$ cat src/rtl/mask_bbox_tracker.sv
// Per-frame bounding box and pixel count of a binary skin mask stream.
// The result for a frame is latched on its last pixel and announced by a one-cycle box_valid pulse.
module mask_bbox_tracker #(
  parameter int IMG_W   = 640,
  parameter int IMG_H   = 480,
  parameter int XW      = 10,
  parameter int YW      = 10,
  parameter int CNT_W   = 20,
  parameter int MIN_PIX = 16
) (
  input  logic             clk,
  input  logic             rst,
  input  logic             data_in_valid,
  input  logic             frame_start,
  input  logic [7:0]       r_data_in,
  input  logic [7:0]       g_data_in,
  input  logic [7:0]       b_data_in,
  output logic             box_valid,
  output logic             box_found,
  output logic [XW-1:0]    x_min,
  output logic [XW-1:0]    x_max,
  output logic [YW-1:0]    y_min,
  output logic [YW-1:0]    y_max,
  output logic [CNT_W-1:0] pix_count
);

  localparam logic [XW-1:0]    X_LAST = XW'(IMG_W - 1);
  localparam logic [YW-1:0]    Y_LAST = YW'(IMG_H - 1);
  localparam logic [CNT_W-1:0] MIN_C  = CNT_W'(MIN_PIX);

  typedef enum logic [1:0] {IDLE, ACTIVE, REPORT} state_t;

  state_t             state_reg, state_next;
  logic [XW-1:0]      x_reg, x_next;
  logic [YW-1:0]      y_reg, y_next;
  logic               any_reg, any_next;
  logic [XW-1:0]      xmin_reg, xmin_next, xmax_reg, xmax_next;
  logic [YW-1:0]      ymin_reg, ymin_next, ymax_reg, ymax_next;
  logic [CNT_W-1:0]   cnt_reg, cnt_next;

  logic               box_valid_reg, box_found_reg;
  logic [XW-1:0]      x_min_reg, x_max_reg;
  logic [YW-1:0]      y_min_reg, y_max_reg;
  logic [CNT_W-1:0]   pix_count_reg;

  logic               start, accept, last, mask_bit;
  logic [XW-1:0]      px;
  logic [YW-1:0]      py;

  // Only the top bit of red carries the mask; the other channels pass through the stream unused.
  logic unused_chan;
  assign unused_chan = ^{r_data_in[6:0], g_data_in, b_data_in};

  assign mask_bit = r_data_in[7];

  always_comb begin
    state_next = state_reg;
    x_next     = x_reg;
    y_next     = y_reg;
    any_next   = any_reg;
    xmin_next  = xmin_reg;
    xmax_next  = xmax_reg;
    ymin_next  = ymin_reg;
    ymax_next  = ymax_reg;
    cnt_next   = cnt_reg;

    // A valid frame_start always restarts at (0,0), whatever the state.
    start  = data_in_valid && frame_start;
    accept = data_in_valid && (frame_start || state_reg == ACTIVE);
    px     = start ? '0 : x_reg;
    py     = start ? '0 : y_reg;
    last   = accept && !start && state_reg == ACTIVE && x_reg == X_LAST && y_reg == Y_LAST;

    if (start) begin
      any_next = 1'b0;
      xmin_next = '0;
      xmax_next = '0;
      ymin_next = '0;
      ymax_next = '0;
      cnt_next  = '0;
    end

    if (accept) begin
      if (mask_bit) begin
        if (!any_next) begin
          xmin_next = px;
          xmax_next = px;
          ymin_next = py;
          ymax_next = py;
        end else begin
          if (px < xmin_next) xmin_next = px;
          if (px > xmax_next) xmax_next = px;
          if (py < ymin_next) ymin_next = py;
          if (py > ymax_next) ymax_next = py;
        end
        any_next = 1'b1;
        if (cnt_next != '1) cnt_next = cnt_next + CNT_W'(1);
      end
      if (px == X_LAST) begin
        x_next = '0;
        y_next = py + YW'(1);
      end else begin
        x_next = px + XW'(1);
        y_next = py;
      end
    end

    if (start) begin
      state_next = ACTIVE;
    end else if (last) begin
      state_next = REPORT;
    end else if (state_reg == REPORT) begin
      state_next = IDLE;
    end
  end

  always_ff @(posedge clk) begin
    if (rst) begin
      state_reg     <= IDLE;
      x_reg         <= '0;
      y_reg         <= '0;
      any_reg       <= 1'b0;
      xmin_reg      <= '0;
      xmax_reg      <= '0;
      ymin_reg      <= '0;
      ymax_reg      <= '0;
      cnt_reg       <= '0;
      box_valid_reg <= 1'b0;
      box_found_reg <= 1'b0;
      x_min_reg     <= '0;
      x_max_reg     <= '0;
      y_min_reg     <= '0;
      y_max_reg     <= '0;
      pix_count_reg <= '0;
    end else begin
      state_reg     <= state_next;
      box_valid_reg <= last;
      if (last) begin
        // Accumulators clear so the next frame starts clean.
        x_reg    <= '0;
        y_reg    <= '0;
        any_reg  <= 1'b0;
        xmin_reg <= '0;
        xmax_reg <= '0;
        ymin_reg <= '0;
        ymax_reg <= '0;
        cnt_reg  <= '0;
        box_found_reg <= (cnt_next >= MIN_C);
        pix_count_reg <= cnt_next;
        if (cnt_next >= MIN_C) begin
          x_min_reg <= xmin_next;
          x_max_reg <= xmax_next;
          y_min_reg <= ymin_next;
          y_max_reg <= ymax_next;
        end else begin
          x_min_reg <= '0;
          x_max_reg <= '0;
          y_min_reg <= '0;
          y_max_reg <= '0;
        end
      end else begin
        x_reg    <= x_next;
        y_reg    <= y_next;
        any_reg  <= any_next;
        xmin_reg <= xmin_next;
        xmax_reg <= xmax_next;
        ymin_reg <= ymin_next;
        ymax_reg <= ymax_next;
        cnt_reg  <= cnt_next;
      end
    end
  end

  assign box_valid = box_valid_reg;
  assign box_found = box_found_reg;
  assign x_min     = x_min_reg;
  assign x_max     = x_max_reg;
  assign y_min     = y_min_reg;
  assign y_max     = y_max_reg;
  assign pix_count = pix_count_reg;

endmodule

$ cat config.mk
export PLATFORM = sky130hd
export DESIGN_NAME = mask_bbox_tracker
export DESIGN_NICKNAME = d
export VERILOG_FILES = /design/src/rtl/mask_bbox_tracker.sv
export SDC_FILE = /design/constraint.sdc
export NUM_CORES = 1
export LEC_CHECK = 0
export ABC_CLOCK_PERIOD_IN_PS = 6600
export BUFFER_PORTS_ARGS = -buffer_cell sky130_fd_sc_hd__buf_2
export CAP_MARGIN = 20
export CORE_ASPECT_RATIO = 2
export CORE_MARGIN = 5
export CORE_UTILIZATION = 25
export CTS_CLUSTER_DIAMETER = 50
export DETAILED_ROUTE_END_ITERATION = 8
export GPL_ROUTABILITY_DRIVEN = 1
export PLACE_DENSITY = 0.4
export REMOVE_ABC_BUFFERS = 1
export SYNTH_ARGS = -nofsm -noshare
export SYNTH_HDL_FRONTEND = slang
export SYNTH_SLANG_ARGS = --single-unit
export TNS_END_PERCENT = 50
$ cat constraint.sdc
create_clock -name clk -period 6.6 [get_ports clk]
set_clock_uncertainty 0.2 [all_clocks]
set_input_delay 1.32 -clock clk [delete_from_list [all_inputs] [get_ports clk]]
set_output_delay 1.32 -clock clk [all_outputs]
set_load 0.01 [all_outputs]
After elaboration in Yosys (flattened, before gate mapping)

Index checks and enable logic that the tools add are counted.
W data, S select, Z words.

Register bits after elaboration: 145
Latch bits: 0
RAM bits: 0
ROM bits: 0
Input port bits: 28
Output and inout bits: 62
Logic and storage cells: 81
Memories kept: 0

$add $sub $neg: 3
$mul: 0
Div/mod/pow operators: 0
Order comparisons: 5
Eq/ne operators: 6
Shift operators: 0
Mux-type cells: 38
Bitwise operators: 0
Reduce and logical (&&, ||, !) cells: 12

Operators by type and width:

| operator                | count |
|---|---|
| $mux W10                | 28 |
| $mux W20                | 4 |
| $add A10 B1 Y10 const B | 2 |
| $add A20 B1 Y20 const B | 1 |
| $eq A10 B10 Y1 const B  | 2 |
| $ge A20 B5 Y1 const B   | 1 |
| $gt A10 B10 Y1          | 2 |
| $lt A10 B10 Y1          | 2 |
| $ne A20 B20 Y1 const B  | 1 |
| $eq A10 B9 Y1 const B   | 1 |
| $logic_and A1 B1 Y1     | 6 |
| $mux W1                 | 4 |
| $mux W2                 | 2 |
| $reduce_or A2 Y1        | 2 |
| $reduce_bool A3 Y1      | 1 |
| $eq A2 B1 Y1 const B    | 1 |
| $eq A2 B2 Y1 const B    | 1 |
| $reduce_bool A2 Y1      | 1 |
| $logic_not A1 Y1        | 1 |
| $logic_or A1 B1 Y1      | 1 |

Longest topological paths before layout

Gate-level depths: netlist of run 1.

Word-level depth: 9
Mapped depth: 18
Gate-level depth less buffers: 12

Worst setup path before layout of run 1

Ideal clock, no wire load.

Path type: input -> register
Start point: input port frame_start
End point: register x_min_reg[8] (netlist: x_min[8])
Setup time: 67 ps
Arrival: 4,966 ps
Required time: 6,333 ps
Path slack: 1,368 ps
Stages: 17
Path buffers: 6
Cell sequence: clkbuf_1 -> nand2_1 -> clkbuf_1 -> clkbuf_1 -> clkbuf_1 -> clkbuf_1 -> buf_1 -> nand2_1 -> ha_1 -> o21ai_0 -> a31oi_1 -> o21ai_0 -> nand2_1 -> a221o_1 -> a21oi_2 -> mux2_2 -> o21ai_2

Word-level cells in the longest chain between the ends: 8
Elaborated cells on any way between the ends: 24
Classes of those cells: add/sub (1); order compare (2); eq/ne (1); mux (12); reduce/logical (8)

Ends and longest elaborated chain:

| element                                   | line    | source |
|---|---|---|
| start: declaration                        | 14      | `input logic frame_start,` |
| $logic_and A1 B1 Y1                       | 68      | `start = data_in_valid && frame_start;` |
| $mux W20 (tied with other cells)          | 74      | `if (start) begin` |
| $add A20 B1 Y20 (tied with other cells)   | 97      | `if (cnt_next != '1) cnt_next = cnt_next + CNT_W'(1);` |
| $mux W20 or $mux W10 (tied branches)      | 97, 91  |  |
| $mux W20 or $mux W10 (tied branches)      | 84, 85  |  |
| $mux W20 or $mux W10 (tied branches)      | 83, 84  |  |
| $ge A20 B5 Y1 or $mux W10 (tied branches) | 150, 83 |  |
| $mux W10                                  | 150     | `if (cnt_next >= MIN_C) begin` |
| end signal: assignment                    | 151     | `x_min_reg <= xmin_next;` |
| end: declaration                          | 42      | `logic [XW-1:0] x_min_reg, x_max_reg;` |

Several ways; a longest one is shown, not always the timed one.
A chain may end at the register's enable or synchronous reset.

Worst setup path after layout of run 1

Start point: input port frame_start
End point: register y_max_reg[9] (netlist: y_max[9])

Word-level cells in the longest chain between the ends: 8
Elaborated cells on any way between the ends: 24
Classes of those cells: add/sub (1); order compare (2); eq/ne (1); mux (12); reduce/logical (8)

Ends and longest elaborated chain:

| element                                   | line    | source |
|---|---|---|
| $logic_and A1 B1 Y1                       | 68      |  |
| $mux W20 (tied with other cells)          | 74      |  |
| $add A20 B1 Y20 (tied with other cells)   | 97      |  |
| $mux W20 or $mux W10 (tied branches)      | 97, 94  |  |
| $mux W20 or $mux W10 (tied branches)      | 84, 85  |  |
| $mux W20 or $mux W10 (tied branches)      | 83, 84  |  |
| $ge A20 B5 Y1 or $mux W10 (tied branches) | 150, 83 |  |
| $mux W10                                  | 150     |  |
| end signal: assignment                    | 154     | `y_max_reg <= ymax_next;` |
| end: declaration                          | 43      | `logic [YW-1:0] y_min_reg, y_max_reg;` |

Several ways; a longest one is shown, not always the timed one.

==> results of run 1 <==
## Yosys cell counts, drive strengths merged, types with 2 or more instances
cell	number
inv	17
xor2	7
a31oi	7
and2	22
a2111oi	3
a211oi	12
a311oi	2
a22oi	4
o31ai	2
and4	5
o2111ai	2
xnor2	17
nor2	133
and3	4
o21a	3
o211ai	4
nor4bb	2
buf	7
a21o	7
nor4	8
ha	41
nand3	24
a2bb2oi	6
mux2i	10
or3	3
nor3	23
mux2	15
a21oi	45
o21ai	59
or4	3
a221oi	4
nand2b	2
clkbuf	41
nor2b	3
nand4	14
dfxtp	145
a21bo	6
nand2	126
## power by group
part / switching [W] / internal (W)
Combinational: 0.0000522 / 0.0000156
Clock: 0.000397 / 0.000589
Sequential: 0.00000226 / 0.000877
Total: 0.000451 / 0.00148
## worst max-delay path by stage
stage | from | slack, ps | endpoint | depth (start not counted)
2_1_floorplan | frame_start | 660 | x_max[6]$_SDFFE_PP0P_ | 11
3_3_place_gp | frame_start | 1230 | y_max[9]$_SDFFE_PP0P_ | 13
3_5_place_dp | data_in_valid | 1240 | x_min[2]$_SDFFE_PP0P_ | 13
4_1_cts | data_in_valid | 1690 | x_min[2]$_SDFFE_PP0P_ | 13
5_1_grt | data_in_valid | 1500 | y_max[3]$_SDFFE_PP0P_ | 13
6_report | frame_start | 1720 | y_max[9]$_SDFFE_PP0P_ | 13
## per-stage QoR
stage / worst slack (ps) / utilization / area [um2]
after floorplan: 661 / - / 6880
after global placement: 1230 / 0.276 / 7780
after detailed placement: 1240 / 0.276 / 7780
after CTS: 1690 / 0.297 / 8380
after global routing: 1500 / 0.297 / 8380
final: 1720 / 0.297 / 8380
## logic make-up after synthesis
family | synth area share
fa+ha+maj | 0.0720
flops | 0.408
buf+inv | 0.0430
mux | 0.0378
simple gates | 0.238
xor+xnor | 0.0295
compound gates | 0.172
## layout make-up
type	count	area (um2)	area share
clock buffer	21	470	0.0562
clock inverter	11	128	0.0152
inverter	17	63.8	0.00762
multi-input combinational	634	3930	0.469
sequential	145	2900	0.347
tap	356	445	0.0532
timing repair buffer	79	440	0.0526
## cells in the final DEF, fill, tap and decap left out, types with 3 or more instances in the layout
cell type / n
o211ai_1: 3
nor2b_1: 3
o21ai_0: 16
inv_6: 3
buf_4: 12
a22oi_1: 4
xnor2_1: 17
nand3_1: 24
clkbuf_8: 3
xor2_1: 7
clkinvlp_4: 3
and2_1: 22
a31oi_1: 7
a221oi_1: 4
inv_1: 17
nor4_1: 7
buf_2: 66
a21o_1: 7
dfxtp_1: 145
clkbuf_16: 17
o21ai_2: 41
a21bo_2: 5
mux2_2: 15
or3_1: 3
a21oi_1: 44
a211oi_1: 12
a2bb2oi_1: 6
and4_1: 5
o21a_1: 3
ha_1: 41
nor2_1: 132
nand4_1: 12
mux2i_1: 10
nor3_1: 23
nand2_1: 125
and3_1: 4
## tightest hold or removal path: stages (launching register included)
cell and delay [ps]:
dfxtp_1 320, nand2_1 60, o21ai_2 40
## per-layer routing
metal  wire length (um)  vias up  track usage
met1               8360     2835        0.145
li1                   -     3042            -
met2              11700      104        0.253
met3                564       20       0.0281
met5                  0        -            0
met4                425        0       0.0487
==> run_results.csv, run 1 <==
group,metric,value,unit
power_and_ir_drop,leakage,3.28,nW
logic_synthesis,yosysSeqAreaShare,0.408,
worst_setup_path,path_class,"input port to flop",
worst_setup_path,crit_family,"simple AND/OR/NAND/NOR gates",
worst_setup_path,path_max_fanout,40,
placed_design,routabilityCongestion,0.846,
logic_synthesis,avgSynthCellArea,8.44,um2
clock_tree,numCtsBuffers,17,
global_routing,antenna_found_initial,0,
logic_synthesis,syn_inst,844,
clock_tree,clkSlewWorstSetupHoldPaths,60,ps
worst_setup_path,cp-start-kind,"input port",
finish,n_antenna_cell,0,
timing,setup_tns,0,ps
placed_design,io_buffer_count,66,
placed_design,dpl.hpwl,15100,um
drt,drtPass1Iterations,5,
clock_tree,post-cts-setup-buffers,0,
drt,vias_per_cell,4.75,
timing,grt_setup_unrepaired,"no",
timing,fin_crit,4880,ps
die,initial_core_util,0.253,
die,core_area,28200,um2
drt,drc,0,
logic_synthesis,ys_seq_elements,145,
worst_setup_path,critPathMaxStageDelay,760,ps
clock_tree,cts-hold-fix-buffers,0,
power_and_ir_drop,total_power,0.00193,W
outcome,status,"complete, no violations",
finish,fill_cells,2990,
drt,wire_per_inst,16.7,um
finish,area_growth,17.6,%
timing,slew_violations,0,
timing,finalCritPeriodShare,0.739,
clock_tree,cts_sinks,145,
logic_synthesis,synth_edf_count,0,
hold_path,worstHoldStart,"y_min[1]$_SDFFE_PP0P_",
die,dieHeight,249,um
finish,fin_nets,963,
clock_tree,cts_htree_levels,4,
power_and_ir_drop,ir_drop,0.126,mV
clock_tree,cts_tree,"built",
drt,vias,6001,
worst_setup_path,cpMaxStageDelayCell,"a2111oi_0",
worst_setup_path,cp.buffers_inverters,2,
hold_path,hp-class,"flop to flop",
global_routing,grt_pass1_vias,6211,
logic_synthesis,synth_area_leaders,"dfxtp_1, ha_1, nor2_1, nand2_1, o21ai_2",
hold_path,min_path_cells,2,
placed_design,placedCellCount,1231,
timing,setup_violations,0,
worst_setup_path,reg2reg_from,"cnt_reg[0]$_SDFF_PP0_",
logic_synthesis,yosysTopAreaCell,"dfxtp_1",
worst_setup_path,crit_chain,"buf_2 > nand2_2 > and2_1 > ha_1 > nand3_1 > nor4_2 > a2111oi_0 > mux2i_1 > and4_1 > nand4_2 > o21ai_4 > buf_12 > o21ai_2",
drt,wl,21100,um
global_routing,grtUsageTotal,0.135,
clock_tree,insertion_delay,430,ps
logic_synthesis,netlist_area,7120,um2
timing,whs,246,ps
clock_tree,root_buffer,"clkbuf_16",
drt,final_antenna_net_count,0,
worst_setup_path,r2r_cells,11,
logic_synthesis,async_reset_ff_frac,0,
die,rows,87,
timing,hold_viol,0,
die,die_w,129,um
hold_path,min_to,"y_min[1]$_SDFFE_PP0P_",
logic_synthesis,yosysTopAreaCellShare,0.408,
drt,drt_iter0_drc,235,
logic_synthesis,ys.flop_type,"dfxtp_1",
flow_run,max-cap-violations,0,
timing,fmax,0.205,GHz
global_routing,overflow,0,
finish,fin_cells,1263,
power_and_ir_drop,power_density,231,nW/um2
clock_tree,clk_path_buf_depth,2,
timing,max_slew_margin,0.312,
worst_setup_path,reg2reg_slack,2870,ps
worst_setup_path,r2r_end,"y_max[9]$_SDFFE_PP0P_",
logic_synthesis,synth_cell_types,57,
finish,drive_gt1_frac,0.203,
worst_setup_path,worstSetupEndpointType,"flop",
worst_setup_path,cp.arrival,5000,ps
worst_setup_path,worstPathRequired,6720,ps
logic_synthesis,synth_warnings,0,
clock_tree,cts_resized,0,
die,top_level_ports,90,
die,die_area,32200,um2
timing,worst_slew_pin_slew,1030,ps
global_routing,grt_max_degree,44,
global_routing,grt_pass1_wl,33800,um
(Power assumes the default switching activity.)
==> run 2: changes to the inputs <==
--- a/config.mk
+++ b/config.mk
@@ -5,7 +5,7 @@
 export SDC_FILE = /design/constraint.sdc
 export NUM_CORES = 1
 export LEC_CHECK = 0
-export ABC_CLOCK_PERIOD_IN_PS = 6600
+export ABC_CLOCK_PERIOD_IN_PS = 4600
 export BUFFER_PORTS_ARGS = -buffer_cell sky130_fd_sc_hd__buf_2
 export CAP_MARGIN = 20
 export CORE_ASPECT_RATIO = 2
==> constraint.sdc (replaced) <==
create_clock -name clk -period 4.6 [get_ports clk]
set_clock_uncertainty 0.2 [all_clocks]
set_input_delay 0.92 -clock clk [delete_from_list [all_inputs] [get_ports clk]]
set_output_delay 0.92 -clock clk [all_outputs]
set_load 0.01 [all_outputs]
==> run 2 against run 1 <==
Via count increased by 1.7%. First-iteration DRC count fell by 18%. Clock power rose by 28%. Sequential share of layout area down 0.62 points. Worst hold slack got worse by 1.1 ps. Die area unchanged. Cell count rose by 1.9%.
==> run_results.csv, run 2 (same netlist as run 1, synthesis figures left out) <==
group,metric,value,unit
outcome,status,"complete, no violations",
finish,most-common-layout-cells,"dfxtp_1, nor2_1, nand2_1, buf_2, a21oi_1",
timing,slew_violations,0,
placed_design,placedCellCount,1257,
placed_design,io_buffer_count,66,
clock_tree,cts_htree_levels,4,
hold_path,min_path_cells,2,
drt,vias,6102,
drt,drc,0,
finish,fill_cells,2996,
power_and_ir_drop,power_density,308,nW/um2
clock_tree,root_buffer,"clkbuf_16",
die,die_w,129,um
global_routing,grt_max_degree,76,
placed_design,dpl.hpwl,15600,um
power_and_ir_drop,combPwrFrac,0.040,
placed_design,dpl_cell_area,8010,um2
timing,fmax,0.254,GHz
worst_setup_path,crit_chain,"buf_2 > nand2_2 > and2_1 > ha_1 > nand3_1 > or4_1 > o211ai_2 > xnor2_1 > a2111oi_2 > nand4_2 > o21ai_4 > buf_12 > o21ai_2",
placed_design,dp_slack,207,ps
clock_tree,cts_sinks,145,
global_routing,antenna_found_initial,0,
power_and_ir_drop,total_power,0.00263,W
timing,setup_violations,0,
drt,drtPass1Iterations,5,
power_and_ir_drop,intPower,0.00201,W
power_and_ir_drop,switchingPower,0.000617,W
clock_tree,insertion_delay,440,ps
timing,worst_slew_pin_slew,751,ps
timing,max_slew_margin,0.497,
timing,hold_viol,0,
drt,final_antenna_net_count,0,
timing,fin_crit,3930,ps
worst_setup_path,critPathMaxStageDelay,680,ps
timing,grt_setup_unrepaired,"no",
power_and_ir_drop,seqPwrFrac,0.480,
die,rows,87,
finish,fin_nets,989,
die,core_area,28200,um2
global_routing,grtUsageTotal,0.140,
drt,wl,21500,um
finish,mostFrequentLayoutCell,"dfxtp_1",
finish,drive_gt1_frac,0.219,
finish,fin_cells,1287,
timing,finalCritPeriodShare,0.855,
worst_setup_path,path_max_fanout,30,
drt,drt_iter0_drc,192,
finish,final_area,8530,um2
power_and_ir_drop,ir_drop,0.213,mV
power_and_ir_drop,p_clk_frac,0.480,
clock_tree,cts_tree,"built",
power_and_ir_drop,swShare,0.235,
die,dieHeight,249,um
clock_tree,clk_path_buf_depth,2,
timing,finalWorstSetupSlack,669,ps
worst_setup_path,cpMaxStageDelayCell,"or4_1",
global_routing,grt_pass1_vias,6422,
worst_setup_path,cp-start-kind,"input port",
worst_setup_path,cp.arrival,4050,ps
power_and_ir_drop,leakage,3.39,nW
die,top_level_ports,90,
finish,n_antenna_cell,0,
clock_tree,cts-hold-fix-buffers,0,
drt,vias_per_cell,4.74,
die,die_area,32200,um2
clock_tree,numCtsBuffers,17,
worst_setup_path,worstPathRequired,4720,ps
finish,area_growth,19.7,%
placed_design,routabilityCongestion,0.886,
drt,wire_per_inst,16.7,um
worst_setup_path,path_class,"input port to flop",
clock_tree,cts_resized,0,
clock_tree,clkSlewWorstSetupHoldPaths,60,ps
worst_setup_path,r2r_cells,11,
die,initial_core_util,0.253,
worst_setup_path,reg2reg_slack,1040,ps
worst_setup_path,worstSetupEndpointType,"flop",
flow_run,max-cap-violations,0,
global_routing,grt_pass1_wl,34900,um
clock_tree,post-cts-setup-buffers,0,
hold_path,hp-class,"flop to flop",
timing,setup_tns,0,ps
global_routing,overflow,0,
run 2: critical path, delay by kind of cell:
family,cells,cell delay [ps]
adders and majority gates,1,200
AOI/OAI and AO/OA,4,980
buffers and inverters,2,360
and+or+nand+nor,5,1430
xor gates and xnor gates,1,120
run 2: metal layers:
layer / vias up / track usage / share of wire / wire length, um
met3: 30 / 0.0290 / 0.026 / 569
met1: 2874 / 0.145 / 0.39 / 8300
met4: 0 / 0.0583 / 0.026 / 549
li1: 3099 / - / - / -
met2: 99 / 0.265 / 0.56 / 12100
met5: - / 0 / 0 / 0
run 2: final timing paths:
kind,start,end
worst max-delay path,frame_start,y_max[9]$_SDFFE_PP0P_
worst min-delay path,x_min[9]$_SDFFE_PP0P_,x_min[9]$_SDFFE_PP0P_
worst max register to register,cnt_reg[0]$_SDFF_PP0_,y_max[9]$_SDFFE_PP0P_
worst min register to register,x_min[9]$_SDFFE_PP0P_,x_min[9]$_SDFFE_PP0P_
run 2: area by class of cell:
cell class / count / area, um2 / share of cell area
multi-input combinational: 634 / 3930 / 0.460
tap: 356 / 445 / 0.0522
clock inverter: 5 / 31.3 / 0.00367
clock buffer: 25 / 485 / 0.0569
timing repair buffer: 105 / 673 / 0.0789
inverter: 17 / 63.8 / 0.00748
sequential: 145 / 2900 / 0.340
run 2: power groups by stage:
stage | Clock (W) | Sequential [W] | Combinational, W
floorplan | 0 | 0.00129 | 0.0000528
global placement | 0 | 0.00129 | 0.000109
detailed placement | 0 | 0.00129 | 0.000109
CTS | 0.00131 | 0.00126 | 0.000109
global route | 0.00136 | 0.00126 | 0.000117
finish | 0.00126 | 0.00126 | 0.000105
run 2: metrics by stage:
stage	util	hold slack, ps
floorplan	-	246
global placement	0.284	232
detailed placement	0.284	238
CTS	0.302	252
global route	0.302	270
finish	0.302	245
==> run 3: changes to the inputs <==
--- a/config.mk
+++ b/config.mk
@@ -5,16 +5,16 @@
 export SDC_FILE = /design/constraint.sdc
 export NUM_CORES = 1
 export LEC_CHECK = 0
-export ABC_CLOCK_PERIOD_IN_PS = 4600
+export ABC_CLOCK_PERIOD_IN_PS = 4320
 export BUFFER_PORTS_ARGS = -buffer_cell sky130_fd_sc_hd__buf_2
 export CAP_MARGIN = 20
 export CORE_ASPECT_RATIO = 2
-export CORE_MARGIN = 5
+export CORE_MARGIN = 8
 export CORE_UTILIZATION = 25
 export CTS_CLUSTER_DIAMETER = 50
 export DETAILED_ROUTE_END_ITERATION = 8
 export GPL_ROUTABILITY_DRIVEN = 1
-export PLACE_DENSITY = 0.4
+export PLACE_DENSITY_LB_ADDON = 0.1
 export REMOVE_ABC_BUFFERS = 1
 export SYNTH_ARGS = -nofsm -noshare
 export SYNTH_HDL_FRONTEND = slang
==> constraint.sdc (replaced) <==
create_clock -name clk -period 4.32 [get_ports clk]
set_clock_uncertainty 0.2 [all_clocks]
set_input_delay 0.864 -clock clk [delete_from_list [all_inputs] [get_ports clk]]
set_output_delay 0.864 -clock clk [all_outputs]
set_load 0.01 [all_outputs]
==> run 3 against run 2 <==
Utilization rose by 1.1 points. Via count increased by 0.70%. Sequential power up 6%. Clock power grew 33%. Wire length grew 4.3%. Combinational power up 11%. Die area increased by 7.2%. Largest cell class unchanged. Largest power group is now the clock network. Count of clock-buffer cells in the layout fell by 5. Register-to-register slack lost 240 ps. Cell area rose by 3.2%. Sequential share of layout area shrank 1.1 points.
==> run_results.csv, run 3 (same netlist as run 1, synthesis figures left out) <==
group,metric,value,unit
worst_setup_path,cp-start-kind,"input port",
die,top_level_ports,90,
clock_tree,clkSlewWorstSetupHoldPaths,60,ps
timing,finalWorstSetupSlack,483,ps
worst_setup_path,cp-endpoint,"y_min[9]$_SDFFE_PP0P_",
worst_setup_path,worstPathRequired,4450,ps
finish,area_growth,23.5,%
clock_tree,cts_htree_levels,4,
finish,drive_gt1_frac,0.239,
hold_path,hp-class,"flop to flop",
finish,regArea,2900,um2
worst_setup_path,crit_path_frequent_cell,"and2_1",
power_and_ir_drop,power_density,357,nW/um2
timing,setup_tns,0,ps
worst_setup_path,reg2reg_slack,800,ps
timing,worst_slew_pin_slew,717,ps
worst_setup_path,critPathLaunch,"frame_start",
die,core_area,28100,um2
drt,vias,6145,
timing,max_slew_margin,0.517,
timing,whs,246,ps
placed_design,routabilityCongestion,0.894,
die,rows,87,
die,dieHeight,255,um
global_routing,grt_pass1_vias,6240,
worst_setup_path,cpMaxStageDelayCell,"or4_1",
power_and_ir_drop,ir_drop,0.193,mV
clock_tree,cts-hold-fix-buffers,0,
clock_tree,cts_resized,0,
worst_setup_path,r2r_cells,12,
clock_tree,clk_path_buf_depth,2,
timing,setup_violations,0,
clock_tree,cts_sinks,145,
worst_setup_path,crit_chain,"buf_2 > nand2_2 > and2_1 > ha_1 > nand3_1 > or4_1 > buf_4 > o2111ai_1 > xnor2_1 > and2_1 > nand4_1 > o21ai_4 > buf_12 > o21ai_2",
drt,drc,0,
placed_design,dpl.hpwl,16200,um
worst_setup_path,cp.arrival,3970,ps
flow_run,max-cap-violations,0,
worst_setup_path,worstSetupEndpointType,"flop",
worst_setup_path,crit_family,"simple AND/OR/NAND/NOR gates",
global_routing,grt_max_degree,76,
clock_tree,post-cts-setup-buffers,0,
global_routing,grt_pass1_wl,35500,um
placed_design,io_buffer_count,66,
clock_tree,insertion_delay,450,ps
timing,hold_viol,0,
die,die_area,34500,um2
timing,fin_crit,3840,ps
finish,mostFrequentLayoutCell,"dfxtp_1",
worst_setup_path,critPathMaxStageDelay,640,ps
drt,drtPass1Iterations,4,
power_and_ir_drop,leakage,3.54,nW
finish,multi_input_area,3930,um2
timing,finalCritPeriodShare,0.888,
drt,vias_per_cell,4.71,
drt,drt_iter0_drc,314,
drt,final_antenna_net_count,0,
clock_tree,root_buffer,"clkbuf_16",
die,initial_core_util,0.254,
worst_setup_path,path_depth,14,
clock_tree,numCtsBuffers,17,
placed_design,dp_slack,-29.1,ps
finish,n_antenna_cell,0,
timing,slew_violations,0,
worst_setup_path,r2r_end,"y_min[9]$_SDFFE_PP0P_",
global_routing,overflow,0,
worst_setup_path,cp.buffers_inverters,3,
timing,grt_setup_unrepaired,"no",
finish,most-common-layout-cells,"dfxtp_1, nor2_1, nand2_1, buf_2, buf_4",
worst_setup_path,path_class,"input port to flop",
die,die_w,135,um
drt,wl,22400,um
timing,fmax,0.261,GHz
outcome,status,"complete, no violations",
finish,fill_cells,3041,
global_routing,antenna_found_initial,0,
finish,fin_nets,1006,
drt,wire_per_inst,17.1,um
worst_setup_path,reg2reg_from,"cnt_reg[0]$_SDFF_PP0_",
clock_tree,cts_tree,"built",
global_routing,grtUsageTotal,0.136,
worst_setup_path,path_max_fanout,26,
## run 3: cell types whose count changed in the layout (fill, tap and decap cells not counted), sizes merged
cell,before,now
inv,17,19
clkinvlp,1,0
clkinv,4,5
buf,105,122
clkbuf,25,20
bufinv,0,5
## run 3: how the worst min path moves through the flow
stage / start / to / slack (ps) / cells after the start
5_1_grt: x_max[8]$_SDFFE_PP0P_ / x_max[8]$_SDFFE_PP0P_ / 270 / 2
4_1_cts: x_max[3]$_SDFFE_PP0P_ / x_max[3]$_SDFFE_PP0P_ / 250 / 2
6_report: x_max[3]$_SDFFE_PP0P_ / x_max[3]$_SDFFE_PP0P_ / 250 / 2
2_1_floorplan: x_reg[1]$_SDFFE_PP0P_ / x_reg[1]$_SDFFE_PP0P_ / 250 / 2
3_3_place_gp: y_max[9]$_SDFFE_PP0P_ / y_max[9]$_SDFFE_PP0P_ / 230 / 2
3_5_place_dp: x_min[8]$_SDFFE_PP0P_ / x_min[8]$_SDFFE_PP0P_ / 240 / 2
## run 3: worst register-to-register path: stages, from the launching register on
cell and delay [ps]:
dfxtp_1 350, and2_1 170, ha_1 170, nand3_1 220, or4_1 640, buf_4 180
o2111ai_1 200, xnor2_1 210, and2_1 190, nand4_1 200, o21ai_4 310, buf_12 270
o21ai_2 110
## run 3: cell type report
class,count,share of cell area
multi-input cells,634,0.446
flip-flops and latches,145,0.330
repair buffers,122,0.0910
clock buffers,20,0.0519
well taps,356,0.0506
clock inverters,12,0.0232
inverters,17,0.00725
## run 3: power breakdown
group	switching, W	total (W)	internal (W)
Combinational	0.0000837	0.000117	0.0000329
Clock	0.000622	0.00168	0.00106
Sequential	0.00000358	0.00134	0.00134
Total	0.000709	0.00314	0.00243
## run 3: through the flow
stage | util | instance area [um2] | cells | total power (W)
after floorplan | - | 6880 | 796 | 0.00143
after global placement | 0.290 | 8140 | 1274 | 0.00149
after detailed placement | 0.290 | 8140 | 1274 | 0.00149
after CTS | 0.313 | 8800 | 1306 | 0.00320
after global routing | 0.313 | 8800 | 1306 | 0.00326
final | 0.313 | 8800 | 1306 | 0.00314
## run 3: routing by layer
metal	up-vias	track usage	share of wire
met5	-	0	0
met4	0	0.0584	0.025
met3	27	0.0296	0.030
met2	95	0.257	0.56
met1	2900	0.139	0.38
li1	3123	-	-
